**src/rtl/uart_tx_feeder_pkg.sv**
```systemverilog
// rtl/uart_tx_feeder_pkg.sv - shared UART types: data width and feeder FSM encodings
package uart_pkg;

  localparam int UART_DATA_W = 8;

  // Feeder sequencer states; encodings are fixed so they read the same in waveforms
  typedef enum logic [1:0] {
    FEED_IDLE = 2'b00,
    FEED_REQ  = 2'b01,
    FEED_WAIT = 2'b10
  } feed_state_e;

endpackage

```
**src/rtl/uart_tx_feeder_if.sv**
```systemverilog
// rtl/uart_tx_feeder_if.sv - req/busy byte handshake between the feeder and uart_tx
interface uart_tx_feeder_if;
  import uart_pkg::*;

  logic                   tx_req;
  logic [UART_DATA_W-1:0] tx_byte;
  logic                   tx_busy;

  // The feeder is the sole driver of req and byte; the transmitter answers with busy
  modport master (
    output tx_req,
    output tx_byte,
    input  tx_busy
  );

  modport slave (
    input  tx_req,
    input  tx_byte,
    output tx_busy
  );

endinterface

```
**src/rtl/uart_tx_feeder_sync_fifo.sv**
```systemverilog
// rtl/uart_tx_feeder_sync_fifo.sv - generic single-clock FIFO with flush and registered read data
module sync_fifo #(
  parameter int WIDTH = 8,
  parameter int DEPTH = 16,
  localparam int ADDR_W = $clog2(DEPTH)
) (
  input  logic              clk,
  input  logic              rst,
  input  logic              flush,
  input  logic              wr_en,
  input  logic [WIDTH-1:0]  wr_data,
  input  logic              rd_en,
  output logic [WIDTH-1:0]  rd_data,
  output logic [ADDR_W:0]   count,
  output logic              full,
  output logic              empty
);

  localparam logic [ADDR_W:0] FULL_CNT = (ADDR_W + 1)'(DEPTH);

  logic [WIDTH-1:0]  mem_q [DEPTH];
  logic [ADDR_W-1:0] wr_ptr_q, wr_ptr_d;
  logic [ADDR_W-1:0] rd_ptr_q, rd_ptr_d;
  logic [ADDR_W:0]   count_q, count_d;
  logic              full_q, full_d;
  logic              empty_q, empty_d;
  logic [WIDTH-1:0]  rd_data_q, rd_data_d;
  logic              wr_ok;
  logic              rd_ok;

  // A write while full is dropped even if a read frees a slot on the same edge;
  // flush overrides both strobes so the queue is left cleanly empty.
  assign wr_ok = wr_en & ~full_q & ~flush;
  assign rd_ok = rd_en & ~empty_q & ~flush;

  // Next pointer/occupancy state; full and empty are decoded from the next count
  // so they come straight out of flops
  always_comb begin
    wr_ptr_d  = wr_ptr_q;
    rd_ptr_d  = rd_ptr_q;
    count_d   = count_q;
    rd_data_d = rd_data_q;
    if (flush) begin
      wr_ptr_d = '0;
      rd_ptr_d = '0;
      count_d  = '0;
    end else begin
      if (wr_ok) begin
        wr_ptr_d = wr_ptr_q + ADDR_W'(1);
      end
      if (rd_ok) begin
        rd_ptr_d  = rd_ptr_q + ADDR_W'(1);
        rd_data_d = mem_q[rd_ptr_q];
      end
      case ({wr_ok, rd_ok})
        2'b10:   count_d = count_q + (ADDR_W + 1)'(1);
        2'b01:   count_d = count_q - (ADDR_W + 1)'(1);
        default: count_d = count_q;
      endcase
    end
    full_d  = (count_d == FULL_CNT);
    empty_d = (count_d == '0);
  end

  // Pointer, count, flag and read-data registers; rd_data is not cleared by flush
  // so a byte already handed downstream stays stable
  always_ff @(posedge clk) begin
    if (rst) begin
      wr_ptr_q  <= '0;
      rd_ptr_q  <= '0;
      count_q   <= '0;
      full_q    <= 1'b0;
      empty_q   <= 1'b1;
      rd_data_q <= '0;
    end else begin
      wr_ptr_q  <= wr_ptr_d;
      rd_ptr_q  <= rd_ptr_d;
      count_q   <= count_d;
      full_q    <= full_d;
      empty_q   <= empty_d;
      rd_data_q <= rd_data_d;
    end
  end

  // Storage array; contents need no reset because occupancy gates every read
  always_ff @(posedge clk) begin
    if (wr_ok) begin
      mem_q[wr_ptr_q] <= wr_data;
    end
  end

  assign rd_data = rd_data_q;
  assign count   = count_q;
  assign full    = full_q;
  assign empty   = empty_q;

endmodule

```
**src/rtl/uart_tx_feeder.sv**
```systemverilog
// rtl/uart_tx_feeder.sv - byte FIFO and req/busy sequencer feeding uart_tx
module uart_tx_feeder
  import uart_pkg::*;
#(
  parameter int DEPTH  = 16,
  parameter int ADDR_W = 4
) (
  input  logic                   clk,
  input  logic                   rst,
  input  logic                   wr_en,
  input  logic [UART_DATA_W-1:0] wr_data,
  input  logic                   flush,
  output logic                   full,
  output logic                   empty,
  output logic [ADDR_W:0]        count,
  output logic                   overflow,
  input  logic                   overflow_clr,
  uart_tx_feeder_if.master       tx
);

  feed_state_e            state_q, state_d;
  logic                   tx_req_q, tx_req_d;
  logic                   overflow_q, overflow_d;
  logic                   pop;
  logic                   fifo_full;
  logic                   fifo_empty;
  logic [ADDR_W:0]        fifo_count;
  logic [UART_DATA_W-1:0] fifo_rd_data;

  // The FIFO read register doubles as the tx_byte holding register: it only
  // loads on a pop, which happens only on the IDLE->REQ transition.
  sync_fifo #(
    .WIDTH (UART_DATA_W),
    .DEPTH (DEPTH)
  ) u_fifo (
    .clk     (clk),
    .rst     (rst),
    .flush   (flush),
    .wr_en   (wr_en),
    .wr_data (wr_data),
    .rd_en   (pop),
    .rd_data (fifo_rd_data),
    .count   (fifo_count),
    .full    (fifo_full),
    .empty   (fifo_empty)
  );

  // Sequencer: pop and raise req when idle with data and a quiet transmitter,
  // drop req once busy is seen, then wait for busy to clear before the next byte
  always_comb begin
    state_d  = state_q;
    tx_req_d = tx_req_q;
    pop      = 1'b0;
    case (state_q)
      FEED_IDLE: begin
        if (!fifo_empty && !tx.tx_busy && !flush) begin
          pop      = 1'b1;
          tx_req_d = 1'b1;
          state_d  = FEED_REQ;
        end
      end
      FEED_REQ: begin
        if (tx.tx_busy) begin
          tx_req_d = 1'b0;
          state_d  = FEED_WAIT;
        end
      end
      FEED_WAIT: begin
        if (!tx.tx_busy) begin
          state_d = FEED_IDLE;
        end
      end
      default: begin
        tx_req_d = 1'b0;
        state_d  = FEED_IDLE;
      end
    endcase
  end

  // Sticky overflow: a dropped write wins over a same-cycle clear
  always_comb begin
    overflow_d = overflow_q;
    if (overflow_clr) begin
      overflow_d = 1'b0;
    end
    if (wr_en && fifo_full && !flush) begin
      overflow_d = 1'b1;
    end
  end

  // FSM, request and overflow registers
  always_ff @(posedge clk) begin
    if (rst) begin
      state_q    <= FEED_IDLE;
      tx_req_q   <= 1'b0;
      overflow_q <= 1'b0;
    end else begin
      state_q    <= state_d;
      tx_req_q   <= tx_req_d;
      overflow_q <= overflow_d;
    end
  end

  assign tx.tx_req  = tx_req_q;
  assign tx.tx_byte = fifo_rd_data;
  assign full       = fifo_full;
  assign empty      = fifo_empty;
  assign count      = fifo_count;
  assign overflow   = overflow_q;

endmodule
```
**src/flat_wrapper.sv**
```systemverilog
// flat-port wrapper written by rule: the top's interface ports become plain ports
module uart_tx_feeder_flat import uart_pkg::*;
#(
  parameter int DEPTH  = 16,
  parameter int ADDR_W = 4
)
  (clk, rst, wr_en, wr_data, flush, full, empty, count, overflow, overflow_clr, tx_tx_req, tx_tx_byte, tx_tx_busy);
  uart_tx_feeder_if tx_i ();
  input  logic clk;
  input  logic rst;
  input  logic wr_en;
  input  logic [UART_DATA_W-1:0] wr_data;
  input  logic flush;
  output logic full;
  output logic empty;
  output logic [ADDR_W:0] count;
  output logic overflow;
  input  logic overflow_clr;
  output wire logic [$bits(tx_i.tx_req)-1:0] tx_tx_req;
  output wire logic [$bits(tx_i.tx_byte)-1:0] tx_tx_byte;
  input wire logic [$bits(tx_i.tx_busy)-1:0] tx_tx_busy;
  assign tx_tx_req = tx_i.tx_req;
  assign tx_tx_byte = tx_i.tx_byte;
  assign tx_i.tx_busy = tx_tx_busy;
  uart_tx_feeder #(.DEPTH(DEPTH), .ADDR_W(ADDR_W)) u_core (.clk(clk), .rst(rst), .wr_en(wr_en), .wr_data(wr_data), .flush(flush), .full(full), .empty(empty), .count(count), .overflow(overflow), .overflow_clr(overflow_clr), .tx(tx_i));
endmodule
```
**config.mk**
```make
export PLATFORM = sky130hd
export DESIGN_NAME = uart_tx_feeder_flat
export DESIGN_NICKNAME = d
export VERILOG_FILES = /design/src/rtl/uart_tx_feeder_pkg.sv /design/src/rtl/uart_tx_feeder_if.sv /design/src/rtl/uart_tx_feeder_sync_fifo.sv /design/src/rtl/uart_tx_feeder.sv /design/src/flat_wrapper.sv
export SDC_FILE = /design/constraint.sdc
export NUM_CORES = 1
export LEC_CHECK = 0
export ABC_CLOCK_PERIOD_IN_PS = 3650
export CAP_MARGIN = 10
export CORE_MARGIN = 1
export CORE_UTILIZATION = 35
export CTS_CLUSTER_DIAMETER = 200
export DETAILED_ROUTE_END_ITERATION = 8
export PLACE_DENSITY = 0.61
export SYNTH_ARGS = -nofsm -noshare
export SYNTH_HDL_FRONTEND = slang
export SYNTH_HIERARCHICAL = 1
export SYNTH_SLANG_ARGS = --single-unit
```
**constraint.sdc**
```tcl
create_clock -name clk -period 3.65 [get_ports clk]
set_input_delay 0.365 -clock clk [delete_from_list [all_inputs] [get_ports clk]]
set_output_delay 0.365 -clock clk [all_outputs]
set_load 0.005 [all_outputs]
```
==> flow_metrics.py, run 1 <==
metrics = {
    "timing": {
        "clock_skew_ns": 0.006393,
        "whs_ns": 0.4575,
        "worst_pin_slew_ns": 0.9487,
        "drv_slew": 0,
        "hold_violations": 0,
        "rsz0062_at_grt": "false",
        "period_minus_slack_ns": 3.315,
        "period_share_pct": 90.82,
        "slew_headroom_pct": 36.52,
        "fmax_mhz": 301.7,
        "finalSetupViolCount": 0,
    },
    "cts": {
        "clock_latency_ns": 0.42,
        "cts_sinks": 155,
        "postCtsSetupRepairBufs": 0,
        "cts_tree": "built",
        "path_clk_slew_ns": 0.06,
        "cts_max_path_buffers": 2,
        "htreeDepth": 4,
        "cts_hold_buf": 0,
        "cts_buffers": 17,
        "ctsResizeCount": 0,
        "cts_root_buffer": "clkbuf_16",
    },
    "logic_synthesis": {
        "async_reset_ff_share_pct": 0,
        "yosysWarnings": 6,
        "synth.distinct_cells": 41,
        "synth.net_count": 372,
        "synth_edf_count": 128,
        "synth.cell_area_um2": 6172,
        "ys.flop_type": "edfxtp_1",
        "yosysSeqAreaShare_pct": 71.03,
        "synth-seq-cells": 155,
        "avgSynthCellArea_um2": 17.58,
        "synthCells": 351,
    },
    "floorplanning": {
        "die_w_um": 134.8,
        "fp-row-count": 48,
        "num_io_pins": 31,
        "die_h_um": 134.8,
        "start_util_pct": 35.81,
        "dieArea_um2": 18170,
        "coreArea_um2": 17240,
    },
    "finish": {
        "final_cell_mix": "edfxtp_1 (128), mux4_2 (40), nor2_1 (32)",
        "multi_input_area_um2": 1694,
        "ff_latch_area_um2": 4385,
        "final_layout_size_suffix_gt1_share_pct": 22.25,
        "finalNetCount": 417,
        "layout_commonest_cell": "edfxtp_1",
        "fillers": 1507,
        "diodes": 0,
        "area_delta_synth_final_pct": 18.85,
    },
    "setup_path": {
        "path_cells": "clkdlybuf4s50_1, or4_4, nor2_1, or3b_4, nor2_1, xor2_1, ha_1, a21oi_1, nand2_1, a311o_1, o311a_1, nor2_1, inv_1, o211a_1",
        "path_class": "input port to flip-flop",
        "r2r_slack_ns": 0.36,
        "crit_path_frequent_cell": "nor2_1",
        "cp.required_ns": 3.97,
        "cpPeakStageDelay_ns": 0.53,
        "crit_family": "simple AND/OR/NAND/NOR gates",
        "slowest_stage": "or4_4",
        "rr_endpoint": "u_core/u_fifo/full",
        "worstRegToRegCells": 13,
        "cp-start-kind": "input port",
        "crit_path_end_kind": "flip-flop",
        "crit_path_max_fanout": 3,
        "r2r-start": "u_core/state_q[1]",
        "path_buf_inv": 2,
        "crit_arrival_ns": 3.63,
    },
    "power": {
        "p_per_area_nw_per_um2": 496.9,
        "p_leak_nw": 2.300,
        "ir_drop_mv": 0.3174,
        "total_power_mw": 3.645,
    },
    "flow_run": {
        "maxCapViolCount": 0,
    },
    "detailed_routing": {
        "routed_wl_um": 11830,
        "drc": 0,
        "routed_via_density": 5.062,
        "wire_per_inst_um": 18.65,
        "ant_nets": 0,
        "firstDrtPassIters": 4,
        "num_vias": 3209,
        "drt_iter0_drc": 263,
    },
    "global_route": {
        "grt_pass1_vias": 3368,
        "grt_pass1_wl_um": 19000,
        "grt_start_max_net_pins": 36,
        "antenna_found_initial": 0,
        "gr-usage-all-layers_pct": 14.64,
        "grt-ovfl-total": 0,
    },
    "place": {
        "dp_hpwl_um": 7858,
        "port_buffers": 30,
        "gp_congestion": 0.8262,
    },
    "worst_hold_path": {
        "min-delay-start": "u_core/u_fifo/rd_data[1]",
        "whs_path_depth": 2,
        "min_to": "u_core/u_fifo/rd_data[1]",
        "hp-class": "flip-flop to flip-flop",
    },
    "status": {
        "status": "finished clean",
    },
}
==> stage by stage <==
step           cell area [um^2]  setup slack [ns]  instances  utilization, %   TNS (ns)
2_1_floorplan              6172            0.4480        351               -          0
4_1_cts                    7336            0.3690        634           42.56          0
3_3_place_gp               6787         -0.008940        602           39.37  -0.008940
3_5_place_dp               6787          -0.06668        602           39.37   -0.08130
5_1_grt                    7336            0.1550        634           42.56          0
6_report                   7336            0.3352        634           42.56          0
==> kinds of logic (layout without fill, tap and decap cells) <==
kind of cell    count (synthesis)  after routing  share of synthesized area [%]
mux                            42             42                          14.92
flops                         155            155                          71.03
buf+inv                        23             81                          1.520
fa+ha+maj                       7              7                          1.419
xor+xnor                       11             11                          1.561
compound gates                 27             27                          2.899
simple gates                   86             86                          6.649
==> worst max path at each step <==
stage,endpoint,slack (ns),cells after the start,startpoint
global route,u_core/u_fifo/full,0.15,13,u_core/state_q[1]
finish,u_core/u_fifo/full,0.34,14,flush
floorplan,u_core/u_fifo/full,0.45,13,flush
detailed placement,u_core/u_fifo/full,-0.07,14,flush
global placement,u_core/u_fifo/full,-0.009,14,flush
CTS,u_core/u_fifo/full,0.37,14,flush
==> where the power goes <==
| part | internal (mW) | total [mW] | switching, mW |
|---|---|---|---|
| registers | 1.92 | 1.93 | 0.00441 |
| clock network | 0.940 | 1.64 | 0.698 |
| logic | 0.0338 | 0.0819 | 0.0481 |
| total | 2.90 | 3.65 | 0.750 |
==> layer usage <==
| metal | track usage (%) | share of wire (%) | vias to the layer above | wire [um] |
|---|---|---|---|---|
| li1 | - | - | 1464 | - |
| met1 | 18.81 | 44 | 1646 | 5220 |
| met2 | 23.40 | 50 | 88 | 5882 |
| met3 | 4.917 | 5.1 | 11 | 603 |
| met4 | 4.682 | 1.0 | 0 | 119 |
| met5 | 0 | 0 | - | 0 |
==> cell usage after synthesis (all sizes together) (2+ instances only) <==
cell | count | area share, %
a21oi | 13 | 1.1
o21ai | 4 | 0.32
inv | 4 | 0.24
nor3 | 7 | 0.65
mux4 | 40 | 15
nor2b | 2 | 0.20
clkbuf | 11 | 0.67
or3b | 2 | 0.32
buf | 7 | 0.53
nand3b | 3 | 0.36
nand2b | 5 | 0.51
xnor2 | 4 | 0.57
edfxtp | 128 | 62
dfxtp | 27 | 8.8
xor2 | 7 | 0.99
nand2 | 27 | 1.6
mux2i | 2 | 0.32
nand4 | 2 | 0.20
nor2 | 32 | 1.9
ha | 7 | 1.4
==> worst register-to-register path, delay by kind of cell (launching register included) <==
kind / cells / cell delay, ns
AO/OA/AOI/OAI: 4 / 1.04
XOR/XNOR: 1 / 0.10
adder cells (fa/ha/maj): 1 / 0.20
buffers and inverters: 1 / 0.06
flip-flops: 1 / 0.34
AND/OR/NAND/NOR: 6 / 1.44
==> flip-flops by register name, summed over array words and instances, names as in the netlist <==
signal / count
u_core/state_q: 2
u_core/tx.tx_req: 1
u_core/u_fifo/rd_ptr_q: 4
u_core/u_fifo/full: 1
u_core/u_fifo/count: 5
u_core/u_fifo/wr_ptr_q: 4
u_core/u_fifo/empty: 1
u_core/u_fifo/mem_q: 128
u_core/u_fifo/rd_data: 8
u_core/overflow: 1
==> cell type report <==
class	count	area share, %
Clock buffer	19	5.901
Clock inverter	13	1.586
Inverter	5	0.2729
Multi-Input combinational cell	173	23.09
Sequential cell	155	59.78
Tap cell	225	3.838
Timing Repair Buffer	44	5.526
(Power assumes the default switching activity.)
==> run 2: changes to the inputs <==
- RECOVER_POWER: not set -> 100
==> run 2 against run 1 <==
- sequential power about the same
- critical path depth fell by 1
- largest cell class unchanged
- sequential share of layout area is 0.27 points higher
- wire length shrank 0.21%
- highest routed layer unchanged
- die area unchanged
- non-clock buffer count unchanged
==> flow_metrics.py, run 2 (synthesis results as in run 1) <==
metrics = {
    "status": {
        "status": "finished clean",
    },
    "timing": {
        "period_share_pct": 91.65,
        "fmax_mhz": 298.9,
        "drv_slew": 0,
        "finalSetupViolCount": 0,
        "slew_headroom_pct": 37.97,
        "worst_pin_slew_ns": 0.9270,
        "setup_slack_ns": 0.3048,
        "period_minus_slack_ns": 3.345,
        "hold_violations": 0,
        "rsz0062_at_grt": "false",
        "clock_skew_ns": 0.005211,
        "whs_ns": 0.4551,
    },
    "worst_hold_path": {
        "min-delay-start": "u_core/u_fifo/rd_data[1]",
        "hp-class": "flip-flop to flip-flop",
    },
    "cts": {
        "cts_hold_buf": 0,
        "cts_tree": "built",
        "ctsResizeCount": 0,
        "htreeDepth": 4,
        "cts_sinks": 155,
        "postCtsSetupRepairBufs": 0,
        "cts_buffers": 17,
        "cts_root_buffer": "clkbuf_16",
        "path_clk_slew_ns": 0.06,
        "cts_max_path_buffers": 2,
        "clock_latency_ns": 0.42,
    },
    "setup_path": {
        "path_class": "input port to flip-flop",
        "crit_family": "buffers and inverters",
        "crit_path_end_kind": "flip-flop",
        "crit_path_frequent_cell": "nor2_1",
        "startpoint": "flush",
        "cp-start-kind": "input port",
        "path_cells": "clkdlybuf4s50_1, or4_1, nor2_1, or3b_1, buf_4, clkinvlp_2, clkbuf_1, a21oi_1, a311o_1, o311a_1, nor2_1, inv_1, o211a_1",
        "slowest_stage": "or4_1",
        "crit_path_max_fanout": 13,
        "r2r-start": "u_core/state_q[1]",
        "path_buf_inv": 5,
        "cpPeakStageDelay_ns": 0.54,
        "crit_arrival_ns": 3.66,
        "cp.required_ns": 3.97,
    },
    "floorplanning": {
        "die_w_um": 134.8,
        "fp-row-count": 48,
        "start_util_pct": 35.81,
        "dieArea_um2": 18170,
        "coreArea_um2": 17240,
        "num_io_pins": 31,
        "die_h_um": 134.8,
    },
    "place": {
        "gp_congestion": 0.8262,
        "detailedPlace.worstSlack_ns": -0.06668,
        "dp_hpwl_um": 7858,
        "port_buffers": 30,
        "placed_area_um2": 6787,
    },
    "power": {
        "p_per_area_nw_per_um2": 498.2,
        "total_power_mw": 3.638,
        "ir_drop_mv": 0.3173,
        "p_leak_nw": 2.320,
    },
    "detailed_routing": {
        "firstDrtPassIters": 5,
        "routed_via_density": 5.035,
        "wire_per_inst_um": 18.61,
        "drt_iter0_drc": 275,
        "num_vias": 3192,
        "ant_nets": 0,
        "routed_wl_um": 11800,
        "drc": 0,
    },
    "global_route": {
        "grt_pass1_wl_um": 19000,
        "antenna_found_initial": 0,
        "busiest_layer": "met2",
        "grt_pass1_vias": 3368,
        "gr-usage-all-layers_pct": 14.64,
        "met2_usage_pct": 23.40,
        "grt-ovfl-total": 0,
        "grt_start_max_net_pins": 36,
        "grt_use_met3_pct": 4.917,
        "grt_util_met1_pct": 18.81,
    },
    "flow_run": {
        "maxCapViolCount": 0,
    },
    "finish": {
        "final_layout_size_suffix_gt1_share_pct": 20.05,
        "area_delta_synth_final_pct": 18.33,
        "largest_register": "u_core/u_fifo/mem_q",
        "finalNetCount": 417,
        "layout_commonest_cell": "edfxtp_1",
        "fillers": 1518,
        "final_cell_area_um2": 7303,
        "diodes": 0,
        "final_cell_mix": "edfxtp_1 (128), mux4_2 (40), nor2_1 (32)",
        "fin_util_pct": 42.37,
        "largest_reg_flops": 128,
    },
}
[run 2: cell count changes in the layout (fill, tap and decap cells not counted), moves of 5 or more]
cell / before / now
buf_4: 14 / 8
clkbuf_1: 2 / 7
clkdlybuf4s50_1: 30 / 3
dlygate4sd3_1: 0 / 27
[run 2: layout make-up]
cell class                 instances  area [um^2]  area share, %
sequential                       155         4385          60.05
inverter                           5        20.02         0.2741
timing repair buffer              44        386.6          5.294
multi-input combinational        173         1680          23.01
clock buffer                      19        432.9          5.928
tap                              225        281.5          3.855
clock inverter                    13        116.4          1.593
[run 2: path summary, 6_finish.rpt]
| kind | end | slack, ns | cells after the start |
|---|---|---|---|
| max | u_core/u_fifo/full | 0.30 | 13 |
| min | u_core/u_fifo/rd_data[1] | 0.46 | 2 |
| max reg2reg | u_core/u_fifo/full | 0.33 | 12 |
| min reg2reg | u_core/u_fifo/rd_data[1] | 0.46 | 2 |
[run 2: through the flow]
stage,instances,setup TNS [ns]
after floorplan,351,0
after global placement,602,-0.008940
after detailed placement,602,-0.08130
after CTS,634,0
after global routing,634,0
final,634,0
[run 2: power by group]
group / internal, mW / switching, mW / leakage [nW]
registers: 1.92 / 0.00421 / 1.37
clock network: 0.940 / 0.696 / 0.266
logic: 0.0296 / 0.0476 / 0.682
[run 2: tightest hold or removal path: stages (launching register included)]
cell	delay (ns)
dfxtp_1	0.31
nand2_1	0.05
a21oi_1	0.05
[run 2: routing by layer]
layer,share of wire (%),wire (um)
met1,44,5214
met2,50,5878
met3,4.9,583
met4,1.0,123
met5,0,0
==> run 3: changes to the inputs <==
- SLEW_MARGIN: not set -> 10
==> results of run 3 <==
Same layout as run 2: the final DEF is identical, and so are final timing and power.
==> edit (config.mk and constraints of run 1) <==
`UART_DATA_W`: 8 -> 12.
--- a/src/rtl/uart_tx_feeder_pkg.sv
+++ b/src/rtl/uart_tx_feeder_pkg.sv
@@ -1,7 +1,7 @@
 // rtl/uart_tx_feeder_pkg.sv - shared UART types: data width and feeder FSM encodings
 package uart_pkg;
 
-  localparam int UART_DATA_W = 8;
+  localparam int UART_DATA_W = 12;
 
   // Feeder sequencer states; encodings are fixed so they read the same in waveforms
   typedef enum logic [1:0] {
Ports: changed (resized tx_tx_byte and wr_data); port bits go from 31 to 39. No check against the original RTL was run, so the function may have changed too.
==> edit against run 1 <==
Sequential share of layout area increased by 1.3 points; power rose by 43%; area after synthesis rose by 41%; setup slack better by 12 ps; largest cell class unchanged; sequential cell count is 68 higher; non-clock buffer count grew 25; final area rose by 43%; count of clock-buffer cells in the layout increased by 13; routed wire length is 58% higher.
==> edit: results (changes against run 1) <==
Pwr
  • Pwr Density: 500.2 mW/mm² (+0.65%)
  • Total Power: 5231 µW (+43%)
  • Peak supply drop: 0.3217 mV (+1.3%)
  • P_comb: 104 µW (+27%)
  • Sw Ratio: 19.23% (-1.4 points)
  • Leakage: 0.003253 µW (+41%)

Cells and area
  • Clock-cell share of area: 7.369% (-0.12 points)
  • Buffers, non-clock: 69 (+57%)
  • Multi-input gate count: 203 (+17%)
  • Data buffer area share: 5.982% (+0.46 points)
  • Layout cells sized above 1: 26.42% (+4.2 points)
  • Max reg flops: 192 (+50%)
  • Fraction of standard cell area in multi-input logic: 21.33% (-1.8 points)
  • Fin util: 42.88% (+0.32 points)
  • Fillers: 2117 (+40%)
  • Fin nets: 553 (+33%)
  • Sequential cell area share: 61.11% (+1.3 points)
  • Clock buffer count: 32 (+13)

Worst setup path
  • Max stage delay on crit path: 550 ps (+20 ps)
  • Critical-path maximum fanout: 16 (+13)

Global route
  • First-pass GRT wire length: 28610 µm (+51%)
  • Met1 Usage GRT: 21.20% (+2.4 points)
  • M3 GR Usage: 2.519% (-2.4 points)
  • Routing usage on met2: 24.37% (+0.97 points)
  • Largest net degree at the start of global routing: 43 (+19%)
  • Vias in the first global route: 4666 (+39%)

Yosys
  • Number of flops mapped to enable cells by yosys: 192 (+50%)
  • Top post-synthesis cells by area: edfxtp_1, mux4_2, dfxtp_1
  • Synth Area in Compound Gates: 2.336% (-0.56 points)
  • Post-synthesis instance total: 457 (+30%)
  • Post-synthesis xor/xnor area fraction: 1.204% (-0.36 points)
  • Cell variety after synth: 42 (+2.4%)
  • Seq/Total Area, Yosys: 73.14% (+2.1 points)
  • Mux cell area share after synthesis: 15.82% (+0.90 points)

Clock tree
  • Clock sink count: 223 (+44%)
  • CTS buffer count: 23 (+6)
  • Clk Latency, worst-skew pair: 510 ps (+90 ps)

STA
  • Final setup margin: 347.1 ps (+11.84 ps)
  • Worst Max-Slew Pin Slew: 934.6 ps (-14.03 ps)
  • Smallest hold slack: 466.1 ps (+8.568 ps)

Routing
  • Vias per Instance: 5.121 (+1.2%)
  • DR iter-0 viols: 417 (+59%)
  • Routed wl met3: 941 µm (+56%)
  • Vias: 4450 (+39%)
  • Wirelength, routed: 18690 µm (+58%)

Place
  • Routability cong.: 0.7726 (-6.5%)
  • Dpl hpwl: 11230 µm (+43%)
  • Port buffer count: 38 (+27%)
  • Cell Area, Placed: 0.009688 mm² (+43%)
  • Pre-CTS setup slack: -77.78 ps (-11.10 ps)

Outcome
  • Status: finished, final reports clean
edit: changes by cell type after synthesis, sizes merged, moves of 2 or more:
cell	delta
o21ai	-3
o22ai	+2
nand3b	-2
nand2	+9
dfxtp	+4
clkbuf	+5
xnor2	+2
a21oi	+6
edfxtp	+64
inv	+3
nor2	-4
nor3	-2
mux4	+20
nor4	+2
edit: final timing paths:
path,endpoint,cells past startpoint,startpoint
hold / removal,u_core/u_fifo/rd_data[1]$_SDFFE_PP0P_,2,u_core/u_fifo/rd_data[1]$_SDFFE_PP0P_
setup reg to reg,u_core/u_fifo/full$_SDFF_PP0_,12,u_core/state_q[1]$_SDFFE_PP0P_
setup / recovery,u_core/u_fifo/full$_SDFF_PP0_,12,u_core/state_q[1]$_SDFFE_PP0P_
hold reg to reg,u_core/u_fifo/rd_data[1]$_SDFFE_PP0P_,2,u_core/u_fifo/rd_data[1]$_SDFFE_PP0P_
